<file path="config.mk">
export PLATFORM = sky130hd
export DESIGN_NAME = fsm_diagram_seq
export DESIGN_NICKNAME = d
export VERILOG_FILES = /design/src/rtl/fsm_diagram_pkg.sv /design/src/rtl/fsm_diagram_seq.sv
export SDC_FILE = /design/constraint.sdc
export NUM_CORES = 1
export LEC_CHECK = 0
export ABC_AREA = 1
export BUFFER_PORTS_ARGS = -buffer_cell sky130_fd_sc_hd__buf_2
export CAP_MARGIN = 20
export CORE_AREA = 4 4 41 43
export CTS_CLUSTER_SIZE = 30
export DETAILED_ROUTE_END_ITERATION = 16
export DIE_AREA = 0 0 45 47
export SLEW_MARGIN = 20
export SYNTH_ARGS = -nofsm -noshare
export SYNTH_HDL_FRONTEND = slang
export SYNTH_SLANG_ARGS = --single-unit
export TNS_END_PERCENT = 20
</file>
<file path="constraint.sdc">
create_clock -name flux -period 2.1 [get_ports flux]
set_input_delay 0.42 -clock flux [delete_from_list [all_inputs] [get_ports flux]]
set_output_delay 0.42 -clock flux [all_outputs]
set_load 0.03 [all_outputs]
</file>
<file path="src/rtl/fsm_diagram_pkg.sv">
// Shared types for the five-state diagram FSM: state encoding and reset state.
package fsm_diagram_pkg;

   typedef enum logic [2:0] {
      S_A = 3'd0,
      S_B = 3'd1,
      S_C = 3'd2,
      S_D = 3'd3,
      S_E = 3'd4
   } state_t;

   localparam state_t RESET_STATE = S_A;

endpackage

</file>
<file path="src/rtl/fsm_diagram_seq.sv">
// Five-state Moore FSM driven by serial input `in`.
// State is decoded to one-hot flags A..E, and out is high only in state D.
module fsm_diagram_seq
   import fsm_diagram_pkg::*;
(
   input  logic flux,
   input  logic reset,
   input  logic in,
   output logic out,
   output logic A,
   output logic B,
   output logic C,
   output logic D,
   output logic E
);

   state_t state_q;
   state_t state_d;

   always_ff @(posedge flux) begin
      if (!reset) begin
         state_q <= RESET_STATE;
      end else begin
         state_q <= state_d;
      end
   end

   // An unknown `in` or an unused state encoding falls through to the reset state.
   always_comb begin
      state_d = RESET_STATE;
      case (state_q)
         S_A: begin
            case (in)
               1'b0:    state_d = S_B;
               1'b1:    state_d = S_C;
               default: state_d = RESET_STATE;
            endcase
         end
         S_B: begin
            case (in)
               1'b0:    state_d = S_B;
               1'b1:    state_d = S_D;
               default: state_d = RESET_STATE;
            endcase
         end
         S_C: begin
            case (in)
               1'b0:    state_d = S_E;
               1'b1:    state_d = S_C;
               default: state_d = RESET_STATE;
            endcase
         end
         S_D: begin
            case (in)
               1'b0:    state_d = S_E;
               1'b1:    state_d = S_C;
               default: state_d = RESET_STATE;
            endcase
         end
         S_E: begin
            case (in)
               1'b0:    state_d = S_B;
               1'b1:    state_d = S_D;
               default: state_d = RESET_STATE;
            endcase
         end
         default: state_d = RESET_STATE;
      endcase
   end

   always_comb begin
      A   = (state_q == S_A);
      B   = (state_q == S_B);
      C   = (state_q == S_C);
      D   = (state_q == S_D);
      E   = (state_q == S_E);
      out = (state_q == S_D);
   end

endmodule

</file>
# Word-level counts from Yosys, hierarchy flattened
# Cells that the tools add are included.
classes:
  n_eq_ne: 4
  muxes: 4
  bitwise: 1
  n_reduce_logical: 3
ops:
  columns: ["op", "n"]
  rows:
  - ["one-hot mux 3 bit (2 select lines)", 3]
  - ["one-hot mux 3 bit (3 select lines)", 1]
  - ["== test 3 x 2 -> 1 bit, second input constant", 2]
  - ["OR reduction 2 bit", 2]
  - ["== test 3 x 1 -> 1 bit, second input constant", 1]
  - ["== test 3 bit, second input constant", 1]
  - ["zero test 3 bit", 1]
  - ["inverter 1 bit", 1]
totals:
  register_bits: 3
  inputBits: 3
  output_inout_bits: 6
  elab_cells: 13

# Longest topological paths before layout
# Gate-level depths: netlist of the first run.
depth:
  word_depth: 3
  ltp_mapped: 5

# Least setup slack after synthesis of the first run
# OpenSTA, ideal clock, no wires.
synth_timing:
  kind: "reg2out"
  from: "register state_q[1]"
  to: "output out"
  t_arrival_ns: 1.112
  t_required_ns: 1.680
  slack_ns: 0.568
  path_stages_with_launch: 4
  n_path_buf: 1
  cell_sequence: "dfxtp_1 -> nand2_1 -> nor2_1 -> buf_4"
synth_between:
  elab_chain_len: 1
synth_lines:
  columns: ["element", "line", "source"]
  rows:
  - ["from (decl)", "fsm_diagram_seq.sv:17", "state_t state_q;"]
  - ["from (signal assigned)", "fsm_diagram_seq.sv:24", "state_q <= state_d;"]
  - ["== test 3 x 2 -> 1 bit", null, null]
  - ["to (decl)", "fsm_diagram_seq.sv:9", "output logic out,"]
# Every way passes these cells.

# Final worst setup path of the first run
layout_timing:
  from: "register state_q[2]"
  to: "output C"
layout_between:
  elab_chain_len: 1
layout_lines:
  columns: ["element", "line", "source"]
  rows:
  - ["== test 3 x 2 -> 1 bit", "fsm_diagram_seq.sv:74", "C = (state_q == S_C);"]
  - ["to (decl)", "fsm_diagram_seq.sv:12", "output logic C,"]
# Every way passes these cells.

==> qor.txt, run 1 <==
fillers -> 162
DRT Pass-1 Iters -> 4
Vert. Die Dim -> 47 µm
Post-Synth XOR/XNOR Area -> 0%
sequential area share after synthesis -> 38.71%
most common cell after layout, fill and taps aside -> buf_2
clk buf depth -> 2
worst min path class -> in -> reg
Post-Synth Adder-Cell Area -> 0%
Startpoint Class -> flip-flop
final worst path period need -> 1.465 ns
register area -> 60.06 µm²
most area-hungry cell type in the Yosys netlist -> dfxtp_1
Seq pwr share -> 31.7%
endpoints failing setup -> 0
clock edge transition at the registers on the reported setup and hold paths -> 0.04 ns
combinational group share of total power -> 18.8%
Yosys top cell area share -> 38.71%
syn avg cell area -> 5.967 µm²
row count -> 13
Final Hold Viols -> 0
first-iteration detailed-routing DRC count -> 5
simple-gate area share of the yosys netlist -> 37.90%
Die Area -> 2115 µm²
critical path launch point -> state_q[2]
I/O pin total -> 9
PortBufs -> 8
met3 GRT Util -> 4.598%
initial antenna violation count -> 0
Hold Crit Start -> in
H-tree lvl count -> 1
first-pass GRT wire length -> 503 µm
CP endpoint kind -> output port
critical path class -> reg -> out
Final Wtd Congestion -> 0.6442
via/cell ratio -> 3.288
post-CTS setup buffers -> 0
footprint of the multi-input gates -> 68.82 µm²
Final #Nets -> 41
routed wire length -> 358 µm
max_cap viols -> 0
Lkg Pwr -> 0.0001368 µW
measured slew at the worst slew-check pin -> 0.2603 ns
mux cell area share after synthesis -> 0%
DR DRC count -> 0
P_sw -> 59.98 µW
Internal -> 143.6 µW
complex-gate fraction of the synthesized area -> 6.452%
largest net degree at the start of global routing -> 6
power density over the cells -> 875.0 nW/µm²
Synth area leaders -> dfxtp_1 (39%), nor2_1 (17%), nand2_1 (15%)
grt ovf -> 0
Tot GR Track Use -> 3.946%
RR Startpoint -> state_q[0]
Layout area overhead -> 50.00%
Syn Nets -> 29
via count -> 171
Max FO, Critical Path -> 5
clk root buf -> clkbuf_4
worst skew pair latency -> 0.23 ns
commonest non-fill, non-tap cells in the layout -> buf_2 (8), nor2_1 (7), nand2_1 (6)
Final TNS setup -> 0 ns
fin cells -> 52
clock sinks -> 3
routing usage on met2 -> 3.107%
post-synth cell types -> 9
fmax -> 682.6 MHz
clock share of power -> 49.4%
Worst Path Required -> 1.68 ns
Top reg by flops -> state_q
Post-Synthesis Cells -> 26
max FFs per register -> 3
core area -> 1301 µm²
Yosys reg bits -> 3
n_diodes -> 0
Final ANT Viol Nets -> 0
peak supply drop -> 0.2284 mV
largest family of logic cells by synthesized area -> simple AND/OR/NAND/NOR gates
met1 Resource Use GR -> 4.762%
CP arrival -> 1.04 ns
final slew viol count -> 0
CTS tree -> built
switching part of the total -> 29.46%
placed insts -> 48
Worst Clk Skew -> 0.00009359 ns
cts-stage hold buffer count -> 0
vias in the first global route -> 131
Post-Synthesis Cell Area -> 155.1 µm²
status -> complete, no violations
number of CTS-inserted buffers -> 3
Top Registers -> state_q (3)
relative slew slack -> 82.47%
routed len/inst -> 6.885 µm
Initial Util -> 11.92%
share of cells above drive strength 1 -> 29.73%
fin crit share -> 69.76%
Die W -> 45 µm
Ys Warns -> 0
GRT Max-Usage Layer -> met1
RSZ-0062 raised after global routing -> false
post_cts resized -> 0
==> synth_stat cells <==
cell type	count
buf_4	1
nor3_1	1
nor2_1	7
nand3_1	1
inv_1	5
o21ai_0	1
dfxtp_1	3
a21oi_1	1
nand2_1	6
==> path summary, 6_finish.rpt <==
| check | to | slack (ns) | depth (start not counted) |
|---|---|---|---|
| setup / recovery | C | 0.64 | 4 |
| hold / removal | state_q[2] | 0.37 | 2 |
| setup reg to reg | state_q[0] | 1.24 | 3 |
| hold reg to reg | state_q[2] | 0.52 | 2 |
==> critical path, cell delays in order (launching register included) <==
cell     delay, ns
dfxtp_1       0.33
inv_1         0.12
nand2_1       0.08
nor2_1        0.08
buf_2         0.20
==> final cells by class <==
type,instances,share of cell area [%]
inverter,5,8.065
sequential,3,25.81
timing repair buffer,8,17.20
tap,15,8.065
multi-input combinational,17,29.57
clock buffer,4,11.29
==> routing by layer <==
layer / up-vias / part of all wire (%)
li1: 97 / -
met1: 67 / 52
met2: 7 / 32
met3: 0 / 15
met4: 0 / 0
met5: - / 0
==> power by group through the flow <==
| stage | Sequential, µW | Combinational [µW] | Clock (µW) |
|---|---|---|---|
| final | 64.6 | 38.4 | 101 |
| after global routing | 65.2 | 41.2 | 114 |
| after CTS | 64.6 | 38.5 | 107 |
| after detailed placement | 65.6 | 38.5 | 0 |
| after global placement | 65.3 | 38.4 | 0 |
| after floorplan | 64.7 | 28.8 | 0 |
==> per-stage QoR <==
step	utilization (%)	total power (µW)	hold WS, ns	cell area, µm²	setup slack, ns
floorplan	-	93.59	0.4802	155.1	0.5682
global placement	15.87	103.7	0.5140	206.4	0.8596
detailed placement	15.87	104.1	0.5088	206.4	0.8765
CTS	17.88	210.2	0.3637	232.7	0.6225
global route	17.88	220.6	0.3813	232.7	0.5347
finish	17.88	203.6	0.3719	232.7	0.6350
==> kinds of logic after synthesis <==
kind of cell | count (synthesis)
and+or+nand+nor | 15
AOI/OAI and AO/OA | 2
buffers and inverters | 6
DFF | 3
(Power assumes the default switching activity.)
==> run 2, diff against run 1 <==
clock period = 1.3 ns   (was 2.1 ns; I/O delays follow)
==> qor.txt, run 2 (synthesis gave the netlist of run 1 again) <==
status -> complete, no violations
grt ovf -> 0
measured slew at the worst slew-check pin -> 0.2572 ns
core area -> 1301 µm²
PortBufs -> 8
final slew viol count -> 0
clock sinks -> 3
final worst path period need -> 1.249 ns
relative slew slack -> 82.68%
via count -> 180
CTS tree -> built
Final ANT Viol Nets -> 0
clk root buf -> clkbuf_4
worst skew pair latency -> 0.23 ns
Tot GR Track Use -> 4.183%
post-CTS setup buffers -> 0
endpoints failing setup -> 0
Lkg Pwr -> 0.0001389 µW
routed len/inst -> 7.250 µm
share of cells above drive strength 1 -> 43.24%
most common cell after layout, fill and taps aside -> nand2_1
DR DRC count -> 0
routed wire length -> 377 µm
Initial Util -> 11.92%
largest net degree at the start of global routing -> 6
fin util -> 19.23%
vias in the first global route -> 159
clock edge transition at the registers on the reported setup and hold paths -> 0.04 ns
power density over the cells -> 1345 nW/µm²
fmax -> 800.9 MHz
Max FO, Critical Path -> 5
via/cell ratio -> 3.462
Layout area overhead -> 61.29%
max FFs per register -> 3
CP endpoint kind -> output port
H-tree lvl count -> 1
row count -> 13
first-iteration detailed-routing DRC count -> 10
max_cap viols -> 0
peak supply drop -> 0.2908 mV
number of CTS-inserted buffers -> 3
I/O pin total -> 9
CP arrival -> 0.99 ns
fin crit share -> 96.05%
worst min path class -> in -> reg
Final Wtd Congestion -> 0.6078
Die W -> 45 µm
Worst Path Required -> 1.04 ns
cts-stage hold buffer count -> 0
critical path class -> reg -> out
Final Hold Viols -> 0
n_diodes -> 0
first-pass GRT wire length -> 572 µm
Vert. Die Dim -> 47 µm
Top reg by flops -> state_q
Post-DP HPWL -> 292.1 µm
DRT Pass-1 Iters -> 2
clk buf depth -> 2
Startpoint Class -> flip-flop
Top Registers -> state_q (3)
Final TNS setup -> 0 ns
Final #Nets -> 41
initial antenna violation count -> 0
commonest non-fill, non-tap cells in the layout -> nand2_1 (6), nor2_1 (5), inv_1 (4), buf_2 (4), buf_4 (4)
RSZ-0062 raised after global routing -> true
Die Area -> 2115 µm²
Worst Clk Skew -> 0.0002623 ns
-- run 2: worst paths after layout --
kind                     end  slack (ns)        from  cells past startpoint
setup reg to reg  state_q[0]        0.43  state_q[0]                      3
hold reg to reg   state_q[2]        0.51  state_q[1]                      2
setup / recovery         out        0.05  state_q[0]                      3
hold / removal    state_q[2]        0.21          in                      2
-- run 2: layer usage --
layer / track usage (%) / share of wire (%)
met1: 4.989 / 49
met2: 4.237 / 36
met5: 0 / 0
met3: 2.682 / 15
met4: 5.263 / 0
-- run 2: layout make-up --
type	instances	area (µm²)
inverter	5	18.77
multi-input combinational	17	73.82
tap	15	18.77
fill	154	1051
clock buffer	4	26.28
timing repair buffer	8	50.05
sequential	3	62.56
-- run 2: worst max-delay path: stages (launching register included) --
cell	delay [ns]
dfxtp_1	0.39
nand2_1	0.08
nor2_2	0.09
buf_2	0.20
-- run 2: stage by stage --
stage                     area (µm²)  setup slack, ns  power [µW]  hold slack, ns  instances
after floorplan                157.7          0.09648       151.7          0.3382         26
after detailed placement       209.0           0.2146       168.7          0.4515         48
final                          250.2          0.05136       336.5          0.2054         52
after global routing           250.2        -0.008680       351.8          0.2003         52
after global placement         209.0           0.2070       167.9          0.4520         48
after CTS                      244.0         0.009552       342.5          0.2070         52
-- run 2: where the power goes --
part           switching (µW)  internal [µW]  leakage, µW
Combinational            44.1           24.6    0.0000984
Sequential               7.06           98.9    0.0000255
Clock                    47.0            115    0.0000150
Total                    98.1            238     0.000139
-- run 2: what timing repair did --
action,in CTS,in global routing
pin swaps,1,0
setup endpoints to repair,3,4
endpoints found under the hold margin,0,0
gates resized for setup,5,4
